<file path="src/rtl/rx_mass_check_if.sv">
// rx_mass_check_if: RX byte stream in, TX 32-bit report stream out
interface rx_mass_check_if;
    logic        i_tready;
    logic        i_tvalid;
    logic [7:0]  i_tdata;
    logic        o_tready;
    logic        o_tvalid;
    logic [31:0] o_tdata;
    logic [3:0]  o_tkeep;
    logic        o_tlast;
    modport slave (
        input  i_tvalid, i_tdata, o_tready,
        output i_tready, o_tvalid, o_tdata, o_tkeep, o_tlast
    );
    modport master (
        output i_tvalid, i_tdata, o_tready,
        input  i_tready, o_tvalid, o_tdata, o_tkeep, o_tlast
    );
endinterface

</file>
<file path="src/rtl/rx_mass_check.sv">
// rx_mass_check: length-prefixed RX payload counter/pattern checker with 2-word report; RX_MASS_CHECK_PATTERN_EN enables pattern compare
module rx_mass_check #(
    parameter logic [7:0]  PATTERN_INIT   = 8'h00,
    parameter logic [31:0] TIMEOUT_CYCLES = 32'd0
) (
    input  logic clk,
    input  logic rstn,
    rx_mass_check_if.slave s,
    output logic busy,
    output logic err
);
    typedef enum logic [1:0] {S_LEN, S_DATA, S_RPT0, S_RPT1} state_t;
    state_t state, nxt;
    logic [1:0]  hdr_idx;
    logic [31:0] len, rx_cnt, idle_cnt;
    logic [30:0] mism_cnt;
    logic        to_flag, acc, hs, last_byte, timeout;
    assign acc       = s.i_tvalid & s.i_tready;
    assign hs        = s.o_tvalid & s.o_tready;
    assign last_byte = acc && (rx_cnt + 32'd1 == len);
    assign timeout   = (TIMEOUT_CYCLES != 32'd0) && !acc && (idle_cnt == TIMEOUT_CYCLES - 32'd1);
    // next-state selection
    always_comb begin
        nxt = state;
        case (state)
            S_LEN:   if (acc && hdr_idx == 2'd3) nxt = ({s.i_tdata, len[23:0]} == 32'd0) ? S_RPT0 : S_DATA;
            S_DATA:  if (last_byte || timeout) nxt = S_RPT0;
            S_RPT0:  if (hs) nxt = S_RPT1;
            S_RPT1:  if (hs) nxt = S_LEN;
            default: nxt = S_LEN;
        endcase
    end
    // state register; i_tready is registered from the next state so no extra beat slips in
    always_ff @(posedge clk or negedge rstn) begin
        if (!rstn) begin
            state      <= S_LEN;
            s.i_tready <= 1'b0;
        end else begin
            state      <= nxt;
            s.i_tready <= (nxt == S_LEN) || (nxt == S_DATA);
        end
    end
    // header capture, byte/idle counting, timeout flag, busy/err bookkeeping
    always_ff @(posedge clk or negedge rstn) begin
        if (!rstn) begin
            hdr_idx  <= '0;
            len      <= '0;
            rx_cnt   <= '0;
            idle_cnt <= '0;
            to_flag  <= 1'b0;
            busy     <= 1'b0;
            err      <= 1'b0;
        end else begin
            if (state == S_LEN && acc) begin
                len[{hdr_idx, 3'b000} +: 8] <= s.i_tdata;
                hdr_idx <= hdr_idx + 2'd1;
                if (hdr_idx == 2'd0) begin
                    busy     <= 1'b1;
                    err      <= 1'b0;
                    rx_cnt   <= '0;
                    idle_cnt <= '0;
                    to_flag  <= 1'b0;
                end
            end
            if (state == S_DATA) begin
                if (acc) begin
                    rx_cnt   <= rx_cnt + 32'd1;
                    idle_cnt <= '0;
                end else begin
                    idle_cnt <= idle_cnt + 32'd1;
                    if (timeout) to_flag <= 1'b1;
                end
            end
            if (state == S_RPT1 && hs) begin
                busy <= 1'b0;
                err  <= to_flag | (mism_cnt != 31'd0);
            end
        end
    end
`ifdef RX_MASS_CHECK_PATTERN_EN
    // saturating mismatch counter against the incrementing pattern
    always_ff @(posedge clk or negedge rstn) begin
        if (!rstn) mism_cnt <= '0;
        else if (state == S_LEN && acc && hdr_idx == 2'd0) mism_cnt <= '0;
        else if (state == S_DATA && acc && s.i_tdata != PATTERN_INIT + rx_cnt[7:0] && mism_cnt != '1)
            mism_cnt <= mism_cnt + 31'd1;
    end
`else
    logic unused_pattern;
    assign unused_pattern = ^PATTERN_INIT;
    assign mism_cnt = '0;
`endif
    assign s.o_tvalid = (state == S_RPT0) || (state == S_RPT1);
    assign s.o_tlast  = state == S_RPT1;
    assign s.o_tkeep  = 4'hF;
    assign s.o_tdata  = (state == S_RPT0) ? rx_cnt : (state == S_RPT1) ? {to_flag, mism_cnt} : 32'd0;
endmodule

</file>
<file path="src/flat_wrapper.sv">
// flat-port wrapper written by rule: the top's interface ports become plain ports
module rx_mass_check_flat 
#(
    parameter logic [7:0]  PATTERN_INIT   = 8'h00,
    parameter logic [31:0] TIMEOUT_CYCLES = 32'd0
)
  (clk, rstn, busy, err, s_i_tvalid, s_i_tdata, s_o_tready, s_i_tready, s_o_tvalid, s_o_tdata, s_o_tkeep, s_o_tlast);
  rx_mass_check_if s_i ();
  input  logic clk;
  input  logic rstn;
  output logic busy;
  output logic err;
  input wire logic [$bits(s_i.i_tvalid)-1:0] s_i_tvalid;
  input wire logic [$bits(s_i.i_tdata)-1:0] s_i_tdata;
  input wire logic [$bits(s_i.o_tready)-1:0] s_o_tready;
  output wire logic [$bits(s_i.i_tready)-1:0] s_i_tready;
  output wire logic [$bits(s_i.o_tvalid)-1:0] s_o_tvalid;
  output wire logic [$bits(s_i.o_tdata)-1:0] s_o_tdata;
  output wire logic [$bits(s_i.o_tkeep)-1:0] s_o_tkeep;
  output wire logic [$bits(s_i.o_tlast)-1:0] s_o_tlast;
  assign s_i.i_tvalid = s_i_tvalid;
  assign s_i.i_tdata = s_i_tdata;
  assign s_i.o_tready = s_o_tready;
  assign s_i_tready = s_i.i_tready;
  assign s_o_tvalid = s_i.o_tvalid;
  assign s_o_tdata = s_i.o_tdata;
  assign s_o_tkeep = s_i.o_tkeep;
  assign s_o_tlast = s_i.o_tlast;
  rx_mass_check #(.PATTERN_INIT(PATTERN_INIT), .TIMEOUT_CYCLES(TIMEOUT_CYCLES)) u_core (.clk(clk), .rstn(rstn), .s(s_i), .busy(busy), .err(err));
endmodule
</file>
<file path="config.mk">
export PLATFORM = sky130hd
export DESIGN_NAME = rx_mass_check_flat
export DESIGN_NICKNAME = d
export VERILOG_FILES = /design/src/rtl/rx_mass_check_if.sv /design/src/rtl/rx_mass_check.sv /design/src/flat_wrapper.sv
export SDC_FILE = /design/constraint.sdc
export NUM_CORES = 1
export LEC_CHECK = 0
export ABC_AREA = 1
export CAP_MARGIN = 25
export CORE_MARGIN = 1.5
export CORE_UTILIZATION = 30
export CTS_CLUSTER_DIAMETER = 120
export CTS_CLUSTER_SIZE = 14
export DETAILED_ROUTE_END_ITERATION = 8
export HOLD_SLACK_MARGIN = 0.15
export PLACE_DENSITY = 0.53
export RECOVER_POWER = 25
export SLEW_MARGIN = 20
export SYNTH_ARGS = -nofsm -noshare
export SYNTH_HDL_FRONTEND = slang
export SYNTH_SLANG_ARGS = --single-unit
</file>
<file path="constraint.sdc">
create_clock -name clk -period 4.1 [get_ports clk]
set_input_delay 0.41 -clock clk [delete_from_list [all_inputs] [get_ports clk]]
set_output_delay 0.41 -clock clk [all_outputs]
set_load 0.005 [all_outputs]
</file>
# Word-level counts from Yosys, hierarchy flattened
# Index checks and enable logic that the tools add are counted.
# word_totals
reg_bits	71
# op_classes
n_addsub	3
eq_ne	6
n_shift	2
n_mux	18
n_bitwise	2
n_reduce_logical	13
# op_table
cell	n
$mux 32	5
$add 32x1->32 const B	1
$bwmux 32	1
$eq 32x32->1	1
$logic_not 32->1	1
$shift 8x7->32 const A	1
$shiftx 8x7->32	1
$mux 2	5
$pmux 2 s4	1
$neg 5->7	1
$eq 2x2->1 const B	3
$logic_not 2->1	3
$mux 1	6
$eq 2x1->1 const B	2
$logic_and 1x1->1	4
$reduce_bool 2->1	2
$add 2x1->2 const B	1
$and 1x1->1	2
$logic_or 1x1->1	2
$reduce_and 2->1	1

# Longest topological paths before layout
# depth
ltp_word	7
depth_mapped	16

# Least setup slack after synthesis
# Ideal clock, no wire load.
# synth_path
kind	register -> register
start	register u_core.hdr_idx[0]
end	register u_core.len[0]
t_arrival_ns	2.157
t_required_ns	4.017
slack_ns	1.860
path_stages_with_launch	8
n_path_buf	2
cell_sequence	dfrtp_1 inv_1 clkbuf_1 ha_1 clkbuf_1 nor3_1 nand3_1 o21ai_0
# synth_between
elab_chain_len	3
word_cells_on_any_way	4
cone_classes	add/sub: 1; shift: 2; mux: 1
# synth_rtl
item	line	source
from (decl)	rx_mass_check.sv:14	logic [1:0] hdr_idx;
from (signal assigned)	rx_mass_check.sv:56	hdr_idx <= hdr_idx + 2'd1;
$neg 5->7 (*)	rx_mass_check.sv:55	len[{hdr_idx, 3'b000} +: 8] <= s.i_tdata;
$shiftx 8x7->32 or $shift 8x7->32 (tied branches)	rx_mass_check.sv:55	
$bwmux 32 (*)	rx_mass_check.sv:55	
to (signal, indexed assignment)	rx_mass_check.sv:55	
to (decl)	rx_mass_check.sv:15	logic [31:0] len, rx_cnt, idle_cnt;
# Every way passes the cells marked *; elsewhere a longest branch is shown, timed or not.
# A chain may end at the register's enable or synchronous reset.

# Worst setup path in the final report
# layout_path
start	register u_core.hdr_idx[0]
end	register u_core.len[3]
# The elaborated chain is that of the path after synthesis.

==> out/metrics.yaml <==
fin_skew_ns: 0.005532
finalSetupTns_ns: 0
hold_viol_final: 0
htreeDepth: 3
clock_sinks: 70
cts_tree: "built"
rrSetupSlack_ns: 1.31
endpoint_kind: "flop"
post-place-cells: 984
syn_inst: 736
vdd_drop_max_uv: 302.9
mappedNetlistArea_mm2: 0.004813
dp.final_hpwl_um: 11910
n_antenna_cell: 0
grt_pass1_vias: 4566
final_nets: 800
status: "complete, no violations"
ys_ff_latch: 70
num_rows: 46
hp-class: "flop to flop"
synth_top_area_share: 0.3639
start_util: 0.3052
use_met3: 0.02849
synth_area_leader_cell: "dfrtp_1"
worstPathArrival_ns: 3.05
drive_gt1_frac: 0.05478
synth-main-ff-cell: "dfrtp_1"
grt_first_pass_wirelength_um: 24780
drtIter0Drc: 307
tightestPinTransition_ns: 1.381
synth.avg_cell_area_um2: 6.540
gp_congestion: 0.8944
crit_type: "flop to flop"
leakage_nw: 2.630
area_growth_pct: 21.06
hp-start: "u_core.len[15]"
grt_max_degree: 71
maxCapViolations: 0
setup_viol: 0
reg2reg_from: "u_core.hdr_idx[0]"
reg2reg_depth: 6
whs_ns: 0.5344
worst_slack_ns: 1.309
reg2reg_to: "u_core.len[3]"
synth_edf_count: 0
finalCritPeriodShare: 0.6807
port_buffers: 47
fin_cells: 1001
grt.met2_usage: 0.3047
use_met1: 0.2747
insertion_delay_ns: 0.35
critPathLaunch: "u_core.hdr_idx[0]"
cp_max_fo: 17
die_w_um: 129.7
yosysWarnings: 0
totalWireLength_um: 15690
slew_headroom: 0.07948
ys_async_sr_fraction: 1.000
fillers: 1756
grtUsageTotal: 0.1967
vias_per_cell: 4.816
coreArea_mm2: 0.01577
synth_seq_area_share: 0.3639
power_density_mw_per_mm2: 641.5
die_y_um: 129.7
postCtsHoldBufs: 0
ios: 53
place_ws_ns: 1.404
slew_violations: 0
clock.fmax_mhz: 358.3
drc: 0
cts_buffers: 9
period_minus_slack_ns: 2.791
synthTopCellsByArea: "dfrtp_1 (36%), nand2_1 (18%), nand3_1 (8.2%)"
post_cts_buffers: 0
antenna_found_initial: 0
dieArea_mm2: 0.01681
drt_first_pass_iters: 5
vias: 4821
final_core_util: 0.3695
yosysUniqueCellTypes: 34
clockRootBuffer: "clkbuf_16"
worst_ep_required_time_ns: 4.36
antenna_left: 0
routedWlPerCell_um: 15.67
critPathCapture: "u_core.len[3]"
ctsResizeCount: 0
grt.busiest_layer: "met2"
clk_path_buf_depth: 2
clk_pin_slew_ns: 0.06
grt_overflow: 0
start_kind: "flop"
rsz0062_at_grt: "no"
==> synthesized netlist by cell type, types with 8 or more instances <==
master    count
nor2_2        8
nor2_1       98
nand3_1      79
clkbuf_1     16
dfrtp_1      70
o21ai_0      39
inv_1        94
nand2_1     229
o22ai_1      20
nor3_1        9
nand4_1      16
==> metal layers <==
metal | vias up | wire (µm)
met2 | 117 | 6959
li1 | 2441 | -
met4 | 0 | 396
met5 | - | 0
met1 | 2238 | 7583
met3 | 25 | 746
==> cell usage in the layout, fill, tap and decap left out, types with 2 or more instances in the layout <==
master and instances:
buf_4 4, bufinv_16 2, clkbuf_1 2, clkbuf_16 9, clkbuf_8 2, clkdlybuf4s50_1 46, clkinv_1 3, conb_1 5
dfrtp_1 70, ha_1 7, inv_1 94, inv_2 3, nand2_1 229, nand2_2 4, nand3_1 79, nand3_2 2
nand4_1 16, nor2_1 98, nor2_2 8, nor2_4 2, nor2_8 2, nor3_1 9, nor4_1 5, o21ai_0 39
o22ai_1 20, o41ai_1 7, xnor3_1 2, xor2_1 4
==> stage by stage <==
| stage | cell area [µm²] | total power, mW |
|---|---|---|
| floorplan | 4825 | 2.269 |
| global placement | 5492 | 2.855 |
| detailed placement | 5492 | 2.861 |
| CTS | 5816 | 3.749 |
| global route | 5827 | 4.040 |
| finish | 5827 | 3.738 |
==> critical path, stage by stage, from the launching register on <==
cell      delay, ns
dfrtp_1        0.47
inv_1          0.42
ha_1           0.26
clkinv_1       0.37
nor3_1         0.91
nand3_1        0.16
o21ai_0        0.12
==> cells by family after synthesis <==
family / Yosys count / share of synthesized area
compound gates: 71 / 0.08708
other cells: 2 / 0.001560
simple gates: 457 / 0.4117
fa+ha+maj: 7 / 0.01820
xor+xnor: 7 / 0.01845
flops: 70 / 0.3639
buf+inv: 122 / 0.09904
==> state kept, by name, indices dropped and copies added, names as in the netlist <==
signal             count
u_core.len            32
u_core.rx_cnt         32
u_core.hdr_idx         2
u_core.state           2
u_core.busy            1
u_core.s.i_tready      1
==> power by group <==
| group | switching, mW | total, mW | internal, mW |
|---|---|---|---|
| combinational | 1.04 | 1.63 | 0.585 |
| sequential | 0.274 | 1.23 | 0.959 |
| clock | 0.317 | 0.880 | 0.563 |
| total | 1.63 | 3.74 | 2.11 |
==> area by class of cell <==
class	instances	area, µm²	area share
tap	216	270.3	0.04638
clock buffer	12	256.5	0.04402
multi-input combinational	547	2596	0.4456
clock inverter	3	67.56	0.01160
timing repair buffer	53	509.2	0.08740
inverter	100	375.4	0.06442
sequential	70	1752	0.3006
==> worst min path at each step <==
stage          cells past startpoint          endpoint  slack (ns)
5_1_grt                            2    u_core.len[15]        0.57
2_1_floorplan                      0       u_core.busy        0.11
3_3_place_gp                       2    u_core.len[15]        0.50
3_5_place_dp                       2    u_core.len[13]        0.53
6_report                           2    u_core.len[15]        0.53
4_1_cts                            1  u_core.rx_cnt[1]        0.26
(Power assumes the default switching activity.)
